==> src/rtl/board_line_clear.sv <==
`default_nettype none
// ============================================================================
//  Module      : board_line_clear
//  Description : Row-clear engine for the playfield board RAM. On start it
//                scans the board bottom-up, removes every full row, shifts
//                surviving rows down, zero-fills the vacated top rows and
//                reports how many rows were removed.
//  Ports       : clk, rst_n (async, active-low)
//                start      - one-cycle pass request (ignored unless idle)
//                busy       - pass in progress
//                done       - one-cycle completion pulse
//                lines      - rows cleared by the last pass
//                rd_addr/rd_data              - board RAM read port (1-cycle latency)
//                wr_addr/wr_data/wr_en/wr_byte_en - board RAM write port
//  Revision    : 1.0 - initial release
// ============================================================================
module board_line_clear #(
    parameter int COLS   = 10,
    parameter int ROWS   = 20,
    parameter int ADDR_W = 11,
    parameter int CELL_W = 4
) (
    input  logic              clk,
    input  logic              rst_n,
    input  logic              start,
    output logic              busy,
    output logic              done,
    output logic [4:0]        lines,
    output logic [ADDR_W-1:0] rd_addr,
    input  logic [31:0]       rd_data,
    output logic [ADDR_W-1:0] wr_addr,
    output logic [31:0]       wr_data,
    output logic              wr_en,
    output logic [3:0]        wr_byte_en
);

    // Row pointers are signed so they can step past row 0 to -1.
    localparam int PTR_W = 6;
    localparam int COL_W = $clog2(COLS + 1);

    localparam logic [2:0] c_IDLE  = 3'd0;
    localparam logic [2:0] c_READ  = 3'd1;
    localparam logic [2:0] c_CHECK = 3'd2;
    localparam logic [2:0] c_WRITE = 3'd3;
    localparam logic [2:0] c_FILL  = 3'd4;
    localparam logic [2:0] c_DONE  = 3'd5;

    logic [2:0]              r_state;
    logic [2:0]              w_next_state;
    logic signed [PTR_W-1:0] r_src;
    logic signed [PTR_W-1:0] r_dst;
    logic [COL_W-1:0]        r_col;
    logic [4:0]              r_lines;
    logic [CELL_W-1:0]       r_buf [COLS];

    logic signed [PTR_W-1:0] w_src_dec;
    logic signed [PTR_W-1:0] w_dst_dec;
    logic                    w_col_last;
    logic                    w_col_end;
    logic                    w_full;
    logic [COL_W-1:0]        w_buf_idx;
    logic [ADDR_W-1:0]       w_src_base;
    logic [ADDR_W-1:0]       w_dst_base;
    logic                    w_unused_rd_hi;

    assign w_src_dec  = r_src - PTR_W'(1);
    assign w_dst_dec  = r_dst - PTR_W'(1);
    assign w_col_last = (r_col == COL_W'(COLS - 1));
    assign w_col_end  = (r_col == COL_W'(COLS));
    // Read data lags the address by one cycle, so cycle c fills cell c-1.
    assign w_buf_idx  = r_col - COL_W'(1);
    // Pointers are only used as addresses while non-negative.
    assign w_src_base = ADDR_W'($unsigned(r_src)) * ADDR_W'(COLS);
    assign w_dst_base = ADDR_W'($unsigned(r_dst)) * ADDR_W'(COLS);
    assign lines      = r_lines;
    // Palette bits above the cell field carry no occupancy information.
    assign w_unused_rd_hi = ^rd_data[31:CELL_W];

    always_comb begin
        w_full = 1'b1;
        for (int i = 0; i < COLS; i++) begin
            if (r_buf[i] == '0) begin
                w_full = 1'b0;
            end
        end
    end

    // ---------------- state register ----------------
    always_ff @(posedge clk or negedge rst_n) begin
        if (!rst_n) begin
            r_state <= c_IDLE;
        end else begin
            r_state <= w_next_state;
        end
    end

    // ---------------- next-state logic ----------------
    always_comb begin
        w_next_state = r_state;
        case (r_state)
            c_IDLE: begin
                if (start) begin
                    w_next_state = c_READ;
                end
            end
            c_READ: begin
                if (w_col_end) begin
                    w_next_state = c_CHECK;
                end
            end
            c_CHECK: begin
                if (w_full) begin
                    // A cleared row leaves dst at or above row 0, so
                    // running out of source rows always needs a fill.
                    w_next_state = w_src_dec[PTR_W-1] ? c_FILL : c_READ;
                end else if (r_dst != r_src) begin
                    w_next_state = c_WRITE;
                end else begin
                    w_next_state = w_src_dec[PTR_W-1] ? c_DONE : c_READ;
                end
            end
            c_WRITE: begin
                if (w_col_last) begin
                    if (!w_src_dec[PTR_W-1]) begin
                        w_next_state = c_READ;
                    end else begin
                        w_next_state = w_dst_dec[PTR_W-1] ? c_DONE : c_FILL;
                    end
                end
            end
            c_FILL: begin
                if (w_col_last && w_dst_dec[PTR_W-1]) begin
                    w_next_state = c_DONE;
                end
            end
            c_DONE:  w_next_state = c_IDLE;
            default: w_next_state = c_IDLE;
        endcase
    end

    // ---------------- datapath registers ----------------
    always_ff @(posedge clk or negedge rst_n) begin
        if (!rst_n) begin
            r_src   <= '0;
            r_dst   <= '0;
            r_col   <= '0;
            r_lines <= '0;
            for (int i = 0; i < COLS; i++) begin
                r_buf[i] <= '0;
            end
        end else begin
            case (r_state)
                c_IDLE: begin
                    if (start) begin
                        r_src   <= PTR_W'(ROWS - 1);
                        r_dst   <= PTR_W'(ROWS - 1);
                        r_col   <= '0;
                        r_lines <= '0;
                    end
                end
                c_READ: begin
                    if (r_col != '0) begin
                        r_buf[w_buf_idx] <= rd_data[CELL_W-1:0];
                    end
                    r_col <= w_col_end ? '0 : r_col + COL_W'(1);
                end
                c_CHECK: begin
                    r_col <= '0;
                    if (w_full) begin
                        if (r_lines != 5'(ROWS)) begin
                            r_lines <= r_lines + 5'd1;
                        end
                        r_src <= w_src_dec;
                    end else if (r_dst == r_src) begin
                        // Row already in place: no rewrite needed.
                        r_src <= w_src_dec;
                        r_dst <= w_dst_dec;
                    end
                end
                c_WRITE: begin
                    if (w_col_last) begin
                        r_col <= '0;
                        r_src <= w_src_dec;
                        r_dst <= w_dst_dec;
                    end else begin
                        r_col <= r_col + COL_W'(1);
                    end
                end
                c_FILL: begin
                    if (w_col_last) begin
                        r_col <= '0;
                        r_dst <= w_dst_dec;
                    end else begin
                        r_col <= r_col + COL_W'(1);
                    end
                end
                default: begin
                end
            endcase
        end
    end

    // ---------------- outputs ----------------
    always_comb begin
        busy       = (r_state != c_IDLE);
        done       = (r_state == c_DONE);
        rd_addr    = '0;
        wr_addr    = '0;
        wr_data    = '0;
        wr_en      = 1'b0;
        wr_byte_en = 4'b1111;
        case (r_state)
            c_READ: begin
                if (!w_col_end) begin
                    rd_addr = w_src_base + ADDR_W'(r_col);
                end
            end
            c_WRITE: begin
                wr_en   = 1'b1;
                wr_addr = w_dst_base + ADDR_W'(r_col);
                wr_data = 32'(r_buf[r_col]);
            end
            c_FILL: begin
                wr_en   = 1'b1;
                wr_addr = w_dst_base + ADDR_W'(r_col);
            end
            default: begin
            end
        endcase
    end

endmodule
`default_nettype wire

==> config.mk <==
export PLATFORM = sky130hd
export DESIGN_NAME = board_line_clear
export DESIGN_NICKNAME = d
export VERILOG_FILES = /design/src/rtl/board_line_clear.sv
export SDC_FILE = /design/constraint.sdc
export NUM_CORES = 1
export LEC_CHECK = 0
export ABC_AREA = 1
export BUFFER_PORTS_ARGS = -buffer_cell sky130_fd_sc_hd__clkbuf_2
export CORE_MARGIN = 2
export CORE_UTILIZATION = 56
export DETAILED_ROUTE_END_ITERATION = 6
export PLACE_DENSITY = 0.81
export SETUP_SLACK_MARGIN = 0.1
export SLEW_MARGIN = 20
export SYNTH_ARGS = -nofsm -noshare
export SYNTH_HDL_FRONTEND = slang
export SYNTH_SLANG_ARGS = --single-unit
==> constraint.sdc <==
create_clock -name clk -period 2.7 [get_ports clk]
set_input_delay 0.405 -clock clk [delete_from_list [all_inputs] [get_ports clk]]
set_output_delay 0.405 -clock clk [all_outputs]
set_load 0.03 [all_outputs]
### Word level (Yosys, flattened, before mapping)

Cells that the tools add are included.

* word-level logic and storage cells: 124
* input bits: 35
* register bits: 64
* output and inout bits: 66

* muxes and demuxes: 49
* magnitude comparators: 3
* add/subtract/negate cells: 7
* equal/unequal tests: 20
* reductions and logical operators: 26
* bitwise logic cells: 2
* multiply operators: 2

Operator list (number)
* $mux W6: 7
* $bwmux W40: 1
* $logic_not A4 Y1: 10
* $pmux W6 S3: 2
* $mux W11: 3
* $mux W4: 7
* $mux W3: 9
* $add A10 B4 Y11: 2
* $mul A6 B3 Y9 const B: 2
* $bmux W4 S4: 1
* $demux W4 S4: 1
* $ne A2 B2 Y1 const B: 8
* $pmux W4 S4: 1
* $mux W5: 3
* $pmux W3 S5: 1
* $mux W1: 12
* $reduce_and A4 Y1: 3
* $sub A6 B2 Y6 const B: 2
* $ge A5 B5 Y1 const B: 2
* $not A4 Y5: 2
* $pmux W5 S2: 1
* $reduce_bool A3 Y1: 3
* $eq A4 B4 Y1 const B: 2
* $reduce_bool A4 Y1: 2
* 18 further kinds: 22

### Depth between registers and ports, before layout

Gate-level depths: netlist of the first run.

* depth in word-level cells: 13
* depth in mapped cells: 12
* gate-level depth less buffers: 12

### Worst setup path after synthesis of the first run

OpenSTA, ideal clock, no wires.

* kind: reg-to-output
* start point: reg r_src[1]
* end point: out rd_addr[7]
* slack: -29 ps
* stages on the path, launching flop included: 10
* arrival: 2324 ps
* buffers on the path: 0
* required time: 2295 ps
* cells stage by stage: dfrtp_1 ha_1 ha_1 inv_1 fa_1 inv_1 nand2_1 nor2_1 o21ai_0 a21oi_1

* longest elaborated chain between the ends: 4

RTL lines
* start: declaration: line 50 `logic signed [PTR_W-1:0] r_src;`
* start signal: assignment: line 155 `r_src <= PTR_W'(ROWS - 1);`
* start signal: assignment: line 173 `r_src <= w_src_dec;`
* start signal: assignment: line 176 `r_src <= w_src_dec;`
* $mul A6 B3 Y9: line 73 `assign w_src_base = ADDR_W'($unsigned(r_src)) * ADDR_W'(COLS);`
* $add A10 B4 Y11: line 215 `rd_addr = w_src_base + ADDR_W'(r_col);`
* $mux W11: line 214 `if (!w_col_end) begin`
* $mux W11: line 212 `case (r_state)`
* end: declaration: line 29 `output logic [ADDR_W-1:0] rd_addr,`

Every way passes these cells.

### Worst setup path after layout of the first run

* start point: reg r_src[3]
* end point: out rd_addr[9]

Same word-level chain as after synthesis.

==> results of run 1 <==
[per-layer routing]
layer / GRT usage [%] / vias to the layer above / wire (um)
met4: 8.45 / 0 / 280
met2: 47.5 / 173 / 6580
met5: 0 / - / 0
met3: 4.62 / 32 / 650
met1: 32.9 / 2187 / 5160
li1: - / 2228 / -
[placed cells by master, fill, tap and decap left out, types with 7 or more instances in the layout]
master,netlist,layout
nand4_1,8,8
o21ai_0,43,35
conb_1,2,34
a21oi_1,50,45
clkbuf_2,0,26
buf_6,1,7
inv_2,6,12
xor2_1,14,10
ha_4,0,8
ha_1,26,17
clkbuf_8,0,12
dfrtp_1,64,61
nand3_1,40,39
inv_1,64,57
nor2_4,12,17
nor2_1,84,79
nand2_2,6,11
nand2_1,154,149
buf_4,34,29
[cell type report]
class                           instances  share of cell area (%)
Clock buffer                           11                    2.23
Sequential cell                        64                    27.3
Timing Repair Buffer                   70                    8.94
Inverter                               72                    4.79
Tap cell                              105                    2.23
Multi-Input combinational cell        518                    53.1
Clock inverter                          5                    1.38
[metrics by stage]
stage / cell area (um2) / setup slack [ns] / TNS (ns) / power (mW)
final: 5880 / -0.213 / -1.34 / 6.76
after global routing: 5880 / -0.328 / -2.21 / 7.26
after CTS: 5570 / -0.251 / -1.40 / 6.14
after detailed placement: 5160 / -0.0209 / -0.0276 / 4.98
after global placement: 5160 / 0.0689 / 0 / 4.83
after floorplan: 4980 / 0.0574 / 0 / 4.11
[path summary, 6_finish.rpt]
path / from / end / slack, ns / cells past startpoint
setup / recovery: r_src[3] / rd_addr[9] / -0.21 / 9
hold / removal: rst_n / r_dst[4] / 0.03 / 1
setup reg to reg: r_state[1] / r_dst[5] / 0.63 / 10
hold reg to reg: r_buf[4] / r_buf[4] / 0.53 / 2
max in group asynchronous: rst_n / r_col[3] / 1.93 / 2
min in group clk: rd_data[1] / r_buf[25] / 0.29 / 3
[synthesized netlist by cell type, types with 8 or more instances]
library cell    n  area [um2]
a21oi_1        50         250
dfrtp_1        64        1600
o21ai_0        43         215
nand3_1        40         200
nor2_4         12         135
inv_1          64         240
nand4_1         8        50.1
nor2_1         84         315
ha_1           26         325
xor2_1         14         123
nand2_1       154         578
buf_4          34         255
[timing repair]
action | in CTS | in global routing
pin swaps | 16 | 19
resized for setup | 47 | 57
endpoints found under the setup margin | 16 | 18
buffers inserted | 5 | 9
cloned | 0 | 0
[power by group through the flow]
| stage | registers, mW | clock network [mW] | logic, mW |
|---|---|---|---|
| floorplan | 1.60 | 0 | 2.51 |
| global placement | 1.55 | 0 | 3.28 |
| detailed placement | 1.56 | 0 | 3.41 |
| CTS | 1.55 | 0.902 | 3.69 |
| global route | 1.61 | 0.950 | 4.69 |
| finish | 1.57 | 0.890 | 4.30 |
[cell families (layout without fill, tap and decap cells)]
logic type | count (synthesis) | in the layout
adders and majority gates | 30 | 30
xor gates and xnor gates | 15 | 15
and+or+nand+nor | 326 | 326
DFF | 64 | 64
other | 2 | 34
AOI/OAI and AO/OA | 113 | 113
buffers and inverters | 109 | 158
[flip-flops by register name (all words and copies together) (netlist names)]
| register | count |
|---|---|
| lines | 5 |
| r_dst | 6 |
| r_state | 3 |
| r_col | 4 |
| r_src | 6 |
| r_buf | 40 |
==> run metrics, run 1 <==
status=finished, violations left; failing checks=negative setup slack; Slew Viols, Final=0; largest stage delay on the critical path=between 0.4 and 0.5 ns; Final Hold Viols=0; final number of setup-violating endpoints=10; main combinational cell family by area after synthesis=simple AND/OR/NAND/NOR gates; Fmax achieved=around 0.34 GHz; minimum clock period=approximately 2.9 ns; global-route wire length before repair=20700 um; cell count after synthesis=around 660; post-synthesis xor/xnor area fraction=2.71%; CTS Root Cell=clkbuf_8; post-cts hold buffer count=0; number of synthesized flops with an enable pin=0; Tcrit/Tclk final=108%; Die ar.=9410 um2; Worst Hold Slack=0.0270 ns; Multi-input gate area=3120 um2; Num CTS Buffers=9; vias per cell=roughly 5.5; crit end category=output pin; initial antenna violation count=0; simple-gate share of the synthesized area=a little under a third; mux cell area share after synthesis=0%; Mean Syn Cell Area=7.35 um2; fillers=about 620; synth-to-layout area growth=21.4%; pin count of the biggest net entering global routing=26; Worst Hold Class=in -> async; DP HPWL=~9000 um; Main synth FF type=dfrtp_1; clock skew=between 0.01 and 0.015 ns; complex-gate fraction of the synthesized area=13.0%; power per cell area=about 1100 nW/um2; Synth async-reset ratio=between 90% and 100%; Inst Count DP=815; net load switching power=roughly 3.4 mW; Port Buf Inserts=38; slowest CP cell=dfrtp_1; clk_lat worst skew=between 0.3 and 0.4 ns; Clk pwr share=13.2%; WL/cell=between 10 and 15 um; DRC=0; Worst-path clk slew=roughly 0.070 ns; IO Count=between 100 and 150; register area=approximately 1600 um2; crit-path most repeated cell=ha_4; startpoint types=flop; Bufs and invs on worst path=2; Internal Power=approximately 3.4 mW; CP Cell Sequence=ha_4 > ha_4 > inv_2 > fa_2 > o21ai_2 > xor2_1 > nor2_1 > o21a_1 > buf_8; Setup WS post-layout=-0.213 ns; family with the most delay on the worst path=adder cells; share of total power in combinational logic=roughly 64%; clock sink total=64; drt total wl=roughly 13000 um; DR vias=4620; H-tree depth=3; Yosys cell types=a little over 40; sequential fraction of the synthesis area=between 30% and 40%; Worst EP required=roughly 2.3 ns; Peak VDD IR=roughly 0.47 mV; RePlAce Congestion=approximately 0.94; antenna violation net count after detailed routing=0; FF+latch count, synth=64; switching share of total power=roughly 50%; RSZ-0062 raised after global routing=true; DRT Pass-1 Iters=6; total track usage=26.7%; Core Rows=33; Worst Tran Pin Value=~0.54 ns; CP arrival=2.51 ns; ANT cells=0; Yosys warnings=0; critical path class=reg -> out; Core ar.=about 8300 um2; Mapped Area=slightly below 5000 um2; Slew HR=between 60% and 70%; Clock Path Buffers=2; Max-Cap Viols=0; Post-Layout Cell Count=845; Post-Synth Adder-Cell Area=under 10%; Pleak=between 2 and 3 nW; CTS tree=yes; fin nets=800; Initial Utilization=around 58%; fin util=a little under three quarters; Worst Path Max Fanout=3; GR Overflow Total=0; layout cells sized above 1=a little under a quarter; vias in the first global route=roughly 4500; Die Wd=between 90 and 100 um; sequential power share=about a quarter; Die Height=slightly below 100 um; DRT iter0 DRCs=318
Note: power is estimated with default switching activity, not from simulation.
==> inputs of run 2 (changes only) <==
- CORE_UTILIZATION: 56 -> 33
- PLACE_DENSITY: 0.81 -> default
==> run 2 against run 1 <==
Effect of this change: the flow still finishes with violations (negative setup slack); clock power is 33% higher; sequential power hardly changed; critical path depth is 3 higher; sequential share of layout area is 0.67 points lower; utilization is 29 points lower; hold slack better by 0.11 ns; global-route usage is 11 points lower; routed wire length is 3.3% lower.
==> run metrics, run 2 (synthesized netlist as in run 1, its figures left out) <==
DRT iter0 DRCs=151 (-53%); Internal Power=3.51 mW (+3.8%); CP Cell Sequence=ha_1 > ha_2 > inv_2 > fa_2 > xor2_2 > nor3_1 > buf_4 > nand2_1 > o21ai_0 > nand2_1 > inv_1 > clkbuf_8; total power=6.73 mW (-0.52%); final number of setup-violating endpoints=8 (-2); global route hottest layer=met2; Port Buf Inserts=38 (unchanged); vias per cell=4.72 (-14%); global-route wire length before repair=20000 um (-3.5%); CTS tree=yes; Final Hold Viols=0 (unchanged); post-placement cell area=5300 um2 (+2.6%); RSZ-0062 raised after global routing=true; GR Overflow Total=0 (unchanged); Largest regs=r_buf x40, r_dst x6, r_src x6; Die Wd=125 um (+29%); Slew Viols, Final=0 (unchanged); Max-Cap Viols=0 (unchanged); Post-Layout Cell Count=927 (+9.7%); fillers=1483 (+140%); Worst Hold Slack=0.133 ns (+0.106 ns); status=finished, violations left; Peak VDD IR=0.360 mV (-23%); CP arrival=2.44 ns (-0.07 ns); clock sink total=64 (unchanged); Initial Utilization=33.6% (-25 points); Die Height=125 um (+29%); IO Count=101 (unchanged); DRT Pass-1 Iters=5 (-1); sequential power share=23.2% (about the same); Num CTS Buffers=9 (unchanged); net load switching power=3.21 mW (-4.8%); switching share of total power=47.8% (-2.2 points); Die ar.=15700 um2 (+66%); Inst Count DP=897 (+10%); Worst Path Max Fanout=3 (unchanged); DRC=0 (unchanged); RePlAce Congestion=0.905 (-3.3%); GR Layer Usage met3=2.70% (-1.9 points); WL/cell=13.2 um (-12%); ANT cells=0 (unchanged); max reg flops=40 (unchanged); Tcrit/Tclk final=106% (-2.4 points); power per cell area=1120 nW/um2 (-3.0%); pin count of the biggest net entering global routing=37 (+42%); vias in the first global route=4087 (-9.7%); Worst Tran Pin Value=0.705 ns (+0.165 ns); Clock Path Buffers=2 (unchanged); commonest cells after routing, fill and taps aside=nand2_1 (147), nor2_1 (79), inv_1 (61), dfrtp_1 (61), a21oi_1 (47); synth-to-layout area growth=24.5%; Core Rows=44 (+33%); met1 usage=20.5% (-12 points); startpoint types=flop; commonest non-fill, non-tap cell in the layout=nand2_1; Worst EP required=2.30 ns (about the same); sum of negative setup slack=-0.562 ns (+0.775 ns); failing checks=negative setup slack; minimum clock period=2.85 ns (-0.0635 ns); DR vias=4372 (-5.4%); Setup WS post-layout=-0.150 ns (+0.0635 ns); Pleak=2.85 nW (+1.8%); drt total wl=12300 um (-3.3%); crit end category=output pin; Worst-path clk slew=0.05 ns (-0.02 ns); total track usage=15.5% (-11 points); GR Util met2=26.2% (-21 points); Reg with most FFs=r_buf; H-tree depth=3 (unchanged); Clk pwr share=17.5% (+4.3 points); fin nets=803 (+0.38%); largest stage delay on the critical path=0.38 ns (-0.05 ns); share of total power in combinational logic=59.3% (-4.2 points); initial antenna violation count=0 (unchanged); crit-path most repeated cell=nand2_1; slowest CP cell=dfrtp_1; Core ar.=14400 um2 (+74%); antenna violation net count after detailed routing=0 (unchanged); DP HPWL=9030 um (+0.68%); critical path class=reg -> out; layout cells sized above 1=23.1% (-0.63 points); clock skew=0.00734 ns (-0.00368 ns); CTS Root Cell=clkbuf_16; Worst Hold Class=in -> async; final instance area=6030 um2 (+2.5%); Slew HR=53.0% (-11 points); clk_lat worst skew=0.33 ns (-0.02 ns); Fmax achieved=0.351 GHz (+2.2%)
[run 2: repair_timing]
action / in CTS / in global routing
hold buffers: 0 / 0
pin swaps: 18 / 14
setup endpoints to repair: 13 / 19
cloned: 0 / 1
gates resized for setup: 48 / 36
endpoints found under the hold margin: 0 / 0
buffers inserted: 5 / 9
[run 2: power by group through the flow]
stage | clock network, mW | registers, mW | logic [mW]
6_report | 1.18 | 1.56 | 3.99
5_1_grt | 1.26 | 1.60 | 4.43
4_1_cts | 1.21 | 1.55 | 3.71
3_5_place_dp | 0 | 1.56 | 3.44
3_3_place_gp | 0 | 1.56 | 3.41
2_1_floorplan | 0 | 1.60 | 2.51
[run 2: path summary, 6_finish.rpt]
| path | startpoint | to | slack [ns] | cells past startpoint |
|---|---|---|---|---|
| worst max-delay path | r_src[3] | rd_addr[8] | -0.15 | 12 |
| worst min-delay path | rst_n | r_buf[3] | 0.13 | 1 |
| worst max register to register | r_state[1] | r_dst[4] | 0.63 | 10 |
| worst min register to register | r_buf[6] | r_buf[6] | 0.52 | 2 |
| max in group asynchronous | rst_n | r_col[0] | 1.91 | 2 |
| min in group clk | rd_data[1] | r_buf[25] | 0.31 | 3 |
[run 2: through the flow]
step / util [%] / setup WS, ns
after floorplan: - / 0.0574
final: 41.8 / -0.150
after global routing: 41.8 / -0.234
after CTS: 40.3 / -0.157
after detailed placement: 36.7 / 0.0406
after global placement: 36.7 / 0.0430
[run 2: critical path: cells and delay by family, from the launching register on]
family                     cells  cell delay (ns)
AOI/OAI and AO/OA              1             0.07
xor gates and xnor gates       1             0.18
adders and majority gates      3             0.84
buffers and inverters          4             0.41
DFF                            1             0.38
and+or+nand+nor                3             0.25
[run 2: per-layer routing]
layer	routed length (um)	share of wire, %	vias to the layer above
met5	0	0	-
met4	156	1.3	0
met3	399	3.3	14
met2	5960	49	79
met1	5740	47	2037
li1	-	-	2242
[run 2: final cells by class]
cell class	count	area [um2]	area share [%]
clock inverter	3	40.0	0.664
tap	184	230	3.82
sequential	64	1610	26.6
multi-input combinational	519	3070	50.9
inverter	72	278	4.61
timing repair buffer	72	544	9.03
clock buffer	13	260	4.32
